[config.mk]
export PLATFORM = sky130hd
export DESIGN_NAME = var_delay
export DESIGN_NICKNAME = d
export VERILOG_FILES = /design/src/rtl/var_delay_pkg.sv /design/src/rtl/var_delay_ctrl.sv /design/src/rtl/var_delay.sv
export SDC_FILE = /design/constraint.sdc
export NUM_CORES = 1
export LEC_CHECK = 0
export CORE_MARGIN = 5
export CORE_UTILIZATION = 30
export DETAILED_ROUTE_END_ITERATION = 8
export PLACE_DENSITY = 0.49
export SYNTH_ARGS = -nofsm -noshare
export SYNTH_HDL_FRONTEND = slang
export SYNTH_SLANG_ARGS = --single-unit
[constraint.sdc]
create_clock -name clk -period 3.2 [get_ports clk]
set_input_delay 0.64 -clock clk [delete_from_list [all_inputs] [get_ports clk]]
set_output_delay 0.64 -clock clk [all_outputs]
set_load 0.05 [all_outputs]
[src/rtl/var_delay_pkg.sv]
// Shared types, reset constants and the delay clamp for the var_delay block.
// Optional feature macro: VAR_DELAY_BYPASS_EN (a delay of 0 becomes a combinational bypass).
package var_delay_pkg;

    typedef enum logic [0:0] {
        FILL = 1'b0,
        RUN  = 1'b1
    } state_t;

`ifdef VAR_DELAY_BYPASS_EN
    localparam bit BYPASS_EN = 1'b1;
`else
    localparam bit BYPASS_EN = 1'b0;
`endif

    localparam state_t RST_STATE  = FILL;
    localparam logic   RST_VALID  = 1'b0;
    localparam logic   RST_PRIMED = 1'b0;

    // A delay of zero only makes sense when the bypass path exists.
    function automatic int clamp_cycle(input int req, input int max_c);
        int res;
        if (req <= 32'sd0) begin
            res = BYPASS_EN ? 32'sd0 : 32'sd1;
        end else if (req > max_c) begin
            res = max_c;
        end else begin
            res = req;
        end
        return res;
    endfunction

endpackage

[src/rtl/var_delay_ctrl.sv]
// Delay configuration register, fill counter and FILL/RUN state machine for var_delay.
// Optional feature macro: VAR_DELAY_BYPASS_EN (via the package clamp).
module var_delay_ctrl
    import var_delay_pkg::*;
#(
    parameter int max_cycle     = 8,
    parameter int default_cycle = 1,
    parameter int cw            = $clog2(max_cycle + 1)
) (
    input  logic          clk,
    input  logic          rst_n,
    input  logic          en,
    input  logic          flush,
    input  logic          cfg_we,
    input  logic [cw-1:0] cfg_cycle,
    output logic [cw-1:0] cfg_cycle_q,
    output logic          primed
);

    state_t        state_r;
    state_t        state_s;
    logic [cw-1:0] count_r;
    logic [cw-1:0] count_s;
    logic [cw-1:0] count_inc_s;
    logic [cw-1:0] cfg_r;
    logic [cw-1:0] cfg_s;
    logic          primed_r;

    // Next-state logic: restart on flush/cfg, otherwise count advancing edges until primed.
    always_comb begin
        state_s     = state_r;
        count_s     = count_r;
        cfg_s       = cfg_r;
        count_inc_s = count_r + cw'(1);
        if (cfg_we || flush) begin
            if (cfg_we) begin
                cfg_s = cw'(clamp_cycle(int'(cfg_cycle), max_cycle));
            end else begin
                cfg_s = cfg_r;
            end
            count_s = '0;
            // A zero delay (bypass only) has nothing to fill.
            state_s = (cfg_s == '0) ? RUN : FILL;
        end else if (en) begin
            case (state_r)
                FILL: begin
                    if (count_inc_s == cfg_r) begin
                        state_s = RUN;
                    end else begin
                        count_s = count_inc_s;
                    end
                end
                RUN:     state_s = RUN;
                default: state_s = FILL;
            endcase
        end else begin
            state_s = state_r;
            count_s = count_r;
        end
    end

    // Control state registers.
    always_ff @(posedge clk or negedge rst_n) begin
        if (!rst_n) begin
            state_r  <= RST_STATE;
            count_r  <= '0;
            cfg_r    <= cw'(default_cycle);
            primed_r <= RST_PRIMED;
        end else begin
            state_r  <= state_s;
            count_r  <= count_s;
            cfg_r    <= cfg_s;
            primed_r <= (state_s == RUN);
        end
    end

    assign cfg_cycle_q = cfg_r;
    assign primed      = primed_r;

endmodule

[src/rtl/var_delay.sv]
// Multi-lane runtime-configurable delay line with valid tracking, stall and flush.
// Optional feature macro: VAR_DELAY_BYPASS_EN (delay 0 passes bus_in straight through).
module var_delay
    import var_delay_pkg::*;
#(
    parameter int data_size     = 16,
    parameter int size          = 1,
    parameter int max_cycle     = 8,
    parameter int default_cycle = 1,
    parameter int cw            = $clog2(max_cycle + 1)
) (
    input  logic                      clk,
    input  logic                      rst_n,
    input  logic                      en,
    input  logic                      in_valid,
    input  logic [data_size*size-1:0] bus_in,
    input  logic                      cfg_we,
    input  logic [cw-1:0]             cfg_cycle,
    input  logic                      flush,
    output logic [data_size*size-1:0] bus_out,
    output logic                      out_valid,
    output logic                      primed,
    output logic [cw-1:0]             cfg_cycle_q
);

    localparam int BW = data_size * size;

    logic [BW-1:0]        data_r [max_cycle];
    logic [max_cycle-1:0] valid_r;
    logic [cw-1:0]        cfg_q_s;
    logic [BW-1:0]        tap_data_s;
    logic                 tap_valid_s;

    var_delay_ctrl #(
        .max_cycle    (max_cycle),
        .default_cycle(default_cycle),
        .cw           (cw)
    ) u_ctrl (
        .clk        (clk),
        .rst_n      (rst_n),
        .en         (en),
        .flush      (flush),
        .cfg_we     (cfg_we),
        .cfg_cycle  (cfg_cycle),
        .cfg_cycle_q(cfg_q_s),
        .primed     (primed)
    );

    // Shift storage; a restart clears valids but keeps data and drops the incoming sample.
    always_ff @(posedge clk or negedge rst_n) begin
        if (!rst_n) begin
            for (int i = 0; i < max_cycle; i++) begin
                data_r[i]  <= '0;
                valid_r[i] <= RST_VALID;
            end
        end else if (flush || cfg_we) begin
            valid_r <= '0;
        end else if (en) begin
            data_r[0]  <= bus_in;
            valid_r[0] <= in_valid;
            for (int i = 1; i < max_cycle; i++) begin
                data_r[i]  <= data_r[i-1];
                valid_r[i] <= valid_r[i-1];
            end
        end else begin
            valid_r <= valid_r;
        end
    end

    // Output tap select: stage cfg_cycle_q-1, driven only by registers.
    always_comb begin
        tap_data_s  = '0;
        tap_valid_s = 1'b0;
        for (int i = 0; i < max_cycle; i++) begin
            tap_data_s  = (cfg_q_s == cw'(i + 1)) ? data_r[i]  : tap_data_s;
            tap_valid_s = (cfg_q_s == cw'(i + 1)) ? valid_r[i] : tap_valid_s;
        end
    end

`ifdef VAR_DELAY_BYPASS_EN
    assign bus_out   = (cfg_q_s == '0) ? bus_in : tap_data_s;
    assign out_valid = (cfg_q_s == '0) ? (in_valid & en) : tap_valid_s;
`else
    assign bus_out   = tap_data_s;
    assign out_valid = tap_valid_s;
`endif

    assign cfg_cycle_q = cfg_q_s;

endmodule

==> key figures <==
Status
  • Status: finished, final reports clean

Pwr
  • Clock share of power: 31.5%
  • Combinational share of power: 24.4%
  • VDD IR-drop max: 0.289 mV
  • Leakage power total: 3.63 nW
  • Power Density: 802 nW/µm²
  • Reg power frac: 44.1%
  • Net Switching: 0.00202 W
  • Sw Share: 29.3%
  • Internal power: 0.00488 W

Worst setup path
  • CP Cell Sequence: or4b_4 > a21boi_4 > buf_4 > a21boi_1 > a211oi_1 > buf_4
  • Critical Path End Type: primary output
  • Worst stage delay on the critical path: 0.53 ns
  • WP data arrival: 2.52 ns
  • Cells on worst reg2reg path: 5
  • Critical-path maximum fanout: 10
  • CP Launch Type: register
  • WS Path Type: register to primary output
  • Critical Path RT: 2.56 ns
  • Most frequent CP cell: buf_4
  • Crit path buffers/inverters: 2
  • Critical Path Slowest Stage Cell: or4b_4
  • Critical path's top delay family: compound AO/OA/AOI/OAI gates
  • Crit path depth: 6

Global routing
  • GR Util met2: 21.4%
  • Busiest metal layer after global routing: met2
  • Vias in the first global route: 4946
  • Initial antenna violation count: 0
  • Largest net degree at the start of global routing: 60
  • GRT Overall Usage: 13.2%
  • First-pass GRT wire length: 27.3 mm
  • Met3 Usage GRT: 3.06%
  • Routing usage on met1: 17.4%
  • Grt total ovfl: 0

Detailed routing
  • Vias after detailed routing: 4544
  • DRT iter0 DRCs: 236
  • Drt first pass iters: 4
  • Number of vias per cell: 4.93
  • Final ANT Viol Nets: 0
  • # DRC: 0
  • WL final: 16.7 mm
  • WL per Instance: 18.2 µm

Cells and area
  • Multi-input logic area: 3180 µm²
  • Fillers: 2287
  • Synthesis-to-finish area growth: 22.6%
  • N_diodes: 0
  • Commonest non-fill, non-tap cell in the layout: mux2_2
  • Final #Nets: 617
  • Area occupied by registers: 3630 µm²
  • Share of layout cells above drive strength 1: 40.2%
  • Fin area: 8600 µm²
  • Most frequent cells in the layout: mux2_2 (146), dfrtp_1 (143), buf_4 (38)

Floorplan
  • Starting Density: 30.2%
  • Die width: 163 µm
  • Area of the core: 23300 µm²
  • Die area: 26500 µm²
  • Ports: 48
  • Row count: 56
  • Die Y-Extent: 163 µm

Synthesis
  • Yosys reg bits: 145
  • Syn Inst Count: 539
  • Yosys top cell area share: 51.4%
  • Cell taking the most area after synthesis: dfrtp_1
  • Net count after synthesis: 566
  • Synth Cell Area: 7020 µm²
  • Synth warn: 0
  • Primary FF master, synth: dfrtp_1
  • Synth area leaders: dfrtp_1 (51%), mux2_2 (23%), mux2i_1 (3.6%)
  • Async set or reset register ratio after synthesis: 100%
  • Mean Syn Cell Area: 13.0 µm²
  • Post-synthesis sequential area ratio: 51.7%
  • Number of synthesized flops with an enable pin: 0
  • Distinct cells, synth: 52

STA
  • Fin worst setup slack: 0.0422 ns
  • Final worst-path cycle share: 98.7%
  • Slew Viols, Final: 0
  • Highest Clock Rate: 0.317 GHz
  • Hold Fails Final Rpt: 0
  • Final clock skew: 0.00704 ns
  • Endpoints failing setup: 0
  • Actual slew at the worst max-slew pin: 0.563 ns
  • Post-route minimum period: 3.16 ns
  • Slew HR: 62.5%

Clock network
  • CTS max path bufs: 2
  • Worst-path clk slew: 0.06 ns
  • H-tree levels: 4
  • Worst-skew pair later-pin latency: 0.42 ns
  • Num Clock Sinks: 145
  • CTS tree: done
  • Total CTS buffers: 17
  • Clock root buffer: clkbuf_16

Job
  • Max Cap Viol: 0

Place
  • Detail Placement HPWL: 10.9 mm
  • Count of buffers from port buffering: 47
  • RD Place Congestion: 0.749
  • Place WS: 0.355 ns
  • Post-Place Cell Area: 7920 µm²

Hold path
  • Worst hold-check path type: primary input to async pin
cells by family after synthesis:
family	synth area share, %
simple gates	3.78
xor+xnor	0.999
mux	27.0
flops	51.7
compound gates	12.9
fa+ha+maj	0.178
buf+inv	3.42
path summary, 6_finish.rpt:
kind | from | end | slack, ns
worst max-delay path | u_ctrl.cfg_cycle_q[0] | bus_out[8] | 0.04
worst min-delay path | rst_n | data_r[118] | 0.19
max in group asynchronous | rst_n | data_r[44] | 2.30
worst min register to register | data_r[14] | data_r[14] | 0.51
worst max register to register | u_ctrl.cfg_cycle_q[0] | u_ctrl.count_r[3] | 1.21
min in group clk | data_r[14] | data_r[14] | 0.51
sequential cells by signal, indices dropped and copies added (netlist names):
signal and cells:
data_r 128, u_ctrl.cfg_cycle_q 4, u_ctrl.count_r 4, u_ctrl.state_r 1, valid_r 8
routing by layer:
layer / share of wire, % / vias to the layer above
met5: 0 / -
met4: 1.1 / 0
met3: 2.5 / 11
met2: 48 / 53
met1: 48 / 2358
li1: - / 2122
layout make-up:
cell class / instances / share of cell area, %
Timing Repair Buffer: 76 / 8.38
Inverter: 5 / 0.218
Multi-Input combinational cell: 345 / 37.0
Clock inverter: 9 / 2.09
Tap cell: 319 / 4.64
Clock buffer: 22 / 5.40
Sequential cell: 145 / 42.3
stage by stage:
step / cells / setup TNS [ns] / utilization [%] / hold slack [ns] / power, W
5_1_grt: 921 / -0.00250 / 37.0 / 0.226 / 0.00729
4_1_cts: 919 / 0 / 36.9 / 0.201 / 0.00697
2_1_floorplan: 539 / -0.617 / - / 0.344 / 0.00423
6_report: 921 / 0 / 37.0 / 0.194 / 0.00690
3_5_place_dp: 888 / 0 / 34.1 / 0.496 / 0.00476
3_3_place_gp: 888 / 0 / 34.1 / 0.490 / 0.00469
power by group through the flow:
stage | Sequential (W) | Clock [W] | Combinational [W]
2_1_floorplan | 0.00291 | 0 | 0.00132
3_3_place_gp | 0.00304 | 0 | 0.00165
3_5_place_dp | 0.00307 | 0 | 0.00169
4_1_cts | 0.00305 | 0.00223 | 0.00170
5_1_grt | 0.00314 | 0.00230 | 0.00184
6_report | 0.00304 | 0.00217 | 0.00169
synth_stat cells, types with 5 or more instances:
cell / number
a211oi_1: 9
a211oi_2: 8
nor2_1: 13
inv_1: 5
a21boi_1: 8
nand2_1: 5
a21oi_1: 17
clkbuf_1: 19
dfrtp_1: 144
a221o_1: 15
buf_2: 21
xnor2_1: 6
o22ai_1: 31
a21boi_0: 7
mux2i_1: 25
mux2_2: 146
timing repair:
action	in CTS	in global routing
setup endpoints to repair	12	13
hold buffers	0	0
gates resized for setup	3	4
pin swaps	0	0
setup buffers	0	2
Note: power is estimated with default switching activity, not from simulation.
==> variant 1 (same flow settings) <==
Set the package constant `BYPASS_EN` to 1'b1 (it was 1'b0).
--- a/src/rtl/var_delay_pkg.sv
+++ b/src/rtl/var_delay_pkg.sv
@@ -12,3 +12,3 @@
 `else
-    localparam bit BYPASS_EN = 1'b0;
+    localparam bit BYPASS_EN = 1'b1;
 `endif
Function: changed (a bounded check fails within 4 cycles, from zero or initial values and one cycle with rst_n low).
==> variant 1 against the original RTL <==
Global-route usage is 0.33 points lower; power down 2.1%; area after synthesis is 0.27% lower; worst setup slack better by 73 ps; sequential cell count unchanged; final area down 2.9%; largest power group unchanged; count of clock-buffer cells in the layout is 4 lower; wire length decreased by 3.4%; critical path type unchanged.
==> variant 1: results (changes against the original RTL) <==
stage	metric	value	unit	change
outcome	status	finished clean		
placed_design	GPL Wtd Cong	0.7248		-3.2%
detailed_routing	routed wire length	16150	microns	-3.4%
setup_path	R2R setup slack	1340	ps	+130 ps
setup_path	Slowest cell on crit path	dfstp_2		
global_route	number of global-route vias before repair	4788		-3.2%
global_route	routing usage on met1	0.1645		-0.009797
cells_and_area	CLK BUF	18		-18%
synthesis	mux contribution to synthesized area	0.2713		+0.001261
setup_path	R2R cell count	6		+1
cells_and_area	#MultiIn Comb	331		-4.1%
global_route	pin count of the biggest net entering global routing	79		+32%
cells_and_area	fin nets	596		-3.4%
setup_path	worst r2r src	u_ctrl.cfg_cycle_q[3]		
synthesis	xor/xnor share of the synthesized area	0.01305		+0.003067
timing	clk_skew	7.807	ps	+0.7677 ps
power_and_ir_drop	Clock power frac	0.302		-0.013
cells_and_area	Non-Clock Buffer Area Fraction	0.07925		-0.004543
synthesis	Synth Area in Adders	0.001788		+0.000004784
power_and_ir_drop	Max IR drop VDD	0.3000	mV	+3.9%
synthesis	post-synthesis sequential area ratio	0.5188		+0.001388
detailed_routing	met3 WL	669	microns	+57%
synthesis	top cells by count, synth	144 x dfrtp_1, 137 x mux2_2, 25 x mux2i_1		
global_route	gr usage total	0.1284		-0.003321
detailed_routing	via count	4403		-3.1%
global_route	met2 usage	0.2187		+0.004717
setup_path	Worst Setup EP	bus_out[10]		
synthesis	Compound-Gate Fraction of Synth Area	0.1010		-0.02773
cells_and_area	multi-input gate area in the final layout	3029	sq um	-4.8%
setup_path	crit path max fanout	23		+13
global_route	first-pass GRT wire length	26590	microns	-2.8%
cells_and_area	layout filler cell count	2179		-4.7%
detailed_routing	DRT iter0 DRCs	198		-16%
power_and_ir_drop	leak pwr	3.515	nW	-3.1%
power_and_ir_drop	Cell Int Power	4.670	mW	-4.3%
## variant 1: changes by cell type after synthesis, sizes merged, moves of 7 or more
cell / unedited run / this run
a211oi: 17 / 0
o221ai: 0 / 15
clkbuf: 19 / 8
a21boi: 16 / 1
nand2: 5 / 21
a221oi: 1 / 15
buf: 25 / 32
a221o: 15 / 0
a211o: 1 / 15
o22ai: 31 / 19
## variant 1: timing repair
item,CTS,global route
endpoints found under the setup margin,3,14
setup buffers,2,0
resized for setup,1,3
gates cloned,0,0
## variant 1: stage by stage
step                instance area (sq um)  total power, mW  instances  setup WS [ps]
floorplan                            6997            4.201        522          209.1
global placement                     7702            4.695        861          408.1
detailed placement                   7702            4.762        861          403.0
CTS                                  8334            6.840        895          43.14
global route                         8352            7.144        895          24.48
finish                               8352            6.752        895          114.7
## variant 1: cell families after synthesis
| kind of cell | Yosys count |
|---|---|
| compound gates | 96 |
| buf+inv | 46 |
| fa+ha+maj | 1 |
| xor+xnor | 8 |
| simple gates | 57 |
| mux | 169 |
| flops | 145 |
==> variant 2 (same settings) <==
Made on the original files. Reset style: synchronous (`rst_n`), changed in 2 clocked blocks.
--- a/src/rtl/var_delay_ctrl.sv
+++ b/src/rtl/var_delay_ctrl.sv
@@ -62,3 +62,3 @@
     // Control state registers.
-    always_ff @(posedge clk or negedge rst_n) begin
+    always_ff @(posedge clk) begin
         if (!rst_n) begin
--- a/src/rtl/var_delay.sv
+++ b/src/rtl/var_delay.sv
@@ -49,3 +49,3 @@
     // Shift storage; a restart clears valids but keeps data and drops the incoming sample.
-    always_ff @(posedge clk or negedge rst_n) begin
+    always_ff @(posedge clk) begin
         if (!rst_n) begin
Formal check against the unedited RTL: differs if rst_n is asserted again (counterexample within 4 cycles, from zero or initial values and one cycle with rst_n low); with rst_n held inactive, the same outputs for 4 cycles.
==> variant 2 against the original RTL <==
Sequential cell count is the same; area after synthesis grew 0.57%; hold slack gained 310 ps; final cell count grew 1.5%; wire length grew 2.5%; synthesized cell count grew 7.4%; final area shrank 1.2%; first-iteration DRC count grew 120%; worst setup slack gained 120 ps.
Power is not compared: it rests on default switching activity, and its combinational part moved more than twofold at a synthesized area within 25%.
==> variant 2: results (changes against the original RTL) <==
stage	metric	value	unit	change
placed_design	worst slack, placed	383.9	ps	+29.41 ps
timing	measured slew at the worst slew-check pin	738.7	ps	+176.1 ps
timing	clk_skew	8.218	ps	+1.179 ps
placed_design	dpl hpwl	11030	microns	+1.2%
hold_path	WHS Endpoint	valid_r[7]		
detailed_routing	DR WL/cell	18.33	microns	+0.99%
synthesis	Compound-Gate Fraction of Synth Area	0.1371		+0.008313
setup_path	R2R cell count	5		unchanged
hold_path	hold path startpoint	valid_r[7]		
global_route	gr usage total	0.1295		-0.002133
cells_and_area	layout filler cell count	2222		-2.8%
detailed_routing	vias per cell	5.059		+2.5%
synthesis	post-synthesis sequential area ratio	0.5930		+0.07562
global_route	antenna violations before repair	0		unchanged
synthesis	Syn Nets	606		+7.1%
clock_network	clock-pin slew of the registers on the worst-case setup and hold paths	60	ps	about the same
synthesis	top cells by count, synth	128 x edfxtp_1, 100 x and3_1, 43 x clkbuf_1		
synthesis	Post-synth EDFFs	128		+128
synthesis	Synth cell types	44		-15%
clock_network	CTS Root Cell	clkbuf_16		
synthesis	Synth Area in Adders	0.001773		-0.00001012
timing	hold slack	504.5	ps	+310.3 ps
synthesis	top_reg_cell synth	edfxtp_1		
detailed_routing	Pre-antenna DRT Iters	7		+3
cells_and_area	Largest regs	data_r: 128 flops, valid_r: 8 flops		
clock_network	# Post-CTS Setup Buffers	0		unchanged
hold_path	HP Class	flip-flop to flip-flop		
outcome	status	finished clean		
placed_design	area post-placement	7898	sq um	-0.30%
synthesis	mux contribution to synthesized area	0.04274		-0.2273
clock_network	CTS H-Tree Depth	4		unchanged
global_route	number of global-route vias before repair	4714		-4.7%
clock_network	cts bufs inserted	17		unchanged
hold_path	Hold Crit Depth	2		
synthesis	ranking of synthesized cells by area	edfxtp_1 54%, and3_1 8.9%, dfxtp_1 4.8%, and2_1 2.9%, o22ai_1 2.9%		
placed_design	GPL Wtd Cong	0.7913		+5.7%
cells_and_area	Inserted Diodes	0		unchanged
setup_path	CP arrival	2400	ps	-120 ps
setup_path	R2R setup slack	1540	ps	+330 ps
clock_network	deepest clock path buffer count	2		unchanged
global_route	first-pass GRT wire length	27050	microns	-1.1%
cells_and_area	fin nets	631		+2.3%
cells_and_area	fraction of layout cells with a size suffix above 1	0.1818		-0.2202
setup_path	crit path max fanout	26		+16
clock_network	Clk Latency, worst-skew pair	430	ps	
power_and_ir_drop	leak pwr	3.377	nW	
global_route	pin count of the biggest net entering global routing	93		+55%
placed_design	Buffers on Ports	47		unchanged
synthesis	FFs w/ async S/R, synth	0		-1.000
detailed_routing	DRT iter0 DRCs	529		+120%
setup_path	r2r endpoint	u_ctrl.state_r		
setup_path	worst r2r src	u_ctrl.cfg_cycle_q[3]		
synthesis	xor/xnor share of the synthesized area	0.01188		+0.001894
synthesis	Ys Warns	0		unchanged
power_and_ir_drop	Max IR drop VDD	0.1998	mV	
variant 2: cell types whose count changed in the layout (fill, tap and decap cells not counted), moves of 19 or more:
cell      delta
a21oi_1     +19
and2_1      +33
and3_1     +100
dfrtp_1    -143
edfxtp_1   +128
mux2_2     -129
nand2b_1    +19
variant 2: logic make-up (layout without fill, tap and decap cells):
family,Yosys count,in the layout
compound gates,133,133
xor+xnor,8,8
fa+ha+maj,1,1
buf+inv,65,101
flops,145,145
mux,28,28
simple gates,199,200
variant 2: routing by layer:
layer  vias to the layer above  routed length, microns  share of wire  track usage
met5                         -                       0              0            0
met4                         0                     258          0.015      0.04537
met3                        20                     795          0.046      0.02750
met2                       137                    7745           0.45       0.1949
met1                      2289                    8341           0.49       0.1853
li1                       2284                       -              -            -
variant 2: metrics by stage:
| step | utilization | setup TNS [ps] | instances |
|---|---|---|---|
| 3_5_place_dp | 0.3385 | 0 | 903 |
| 2_1_floorplan | - | -18850 | 579 |
| 6_report | 0.3642 | 0 | 935 |
| 4_1_cts | 0.3638 | 0 | 935 |
| 3_3_place_gp | 0.3385 | 0 | 903 |
| 5_1_grt | 0.3642 | 0 | 935 |
variant 2: cell type report:
class	count	area, sq um	area share
inverters	3	11.26	0.001325
well taps	319	399.1	0.04697
repair buffers	67	686.9	0.08084
clock buffers	18	429.2	0.05051
clock inverters	13	140.1	0.01649
multi-input cells	370	2643	0.3110
flip-flops and latches	145	4188	0.4929
variant 2: power breakdown:
group          switching, mW  internal (mW)
clock                  0.787           1.14
combinational          0.389          0.247
sequential            0.0601           2.17
total                   1.24           3.56
variant 2: how the worst max path moves through the flow:
stage	startpoint	slack, ps	to	cells after the start
detailed placement	u_ctrl.cfg_cycle_q[2]	380	bus_out[11]	6
global route	u_ctrl.cfg_cycle_q[3]	60	bus_out[13]	6
finish	u_ctrl.cfg_cycle_q[3]	160	bus_out[15]	6
global placement	u_ctrl.cfg_cycle_q[2]	430	bus_out[9]	6
CTS	u_ctrl.cfg_cycle_q[1]	40	bus_out[1]	6
floorplan	en	-150	data_r[0][0]	3
variant 2: timing repair:
item,4_1_cts,5_1_grt
endpoints found under the setup margin,16,17
hold buffers,0,0
gates cloned,1,0
resized for setup,3,3
variant 2: worst max-delay path, stage by stage (launching register included):
cell and delay [ps]:
dfxtp_1 390, buf_6 230, or4b_4 610, o221ai_1 120, a21oi_1 80, a211oi_2 350, buf_12 190
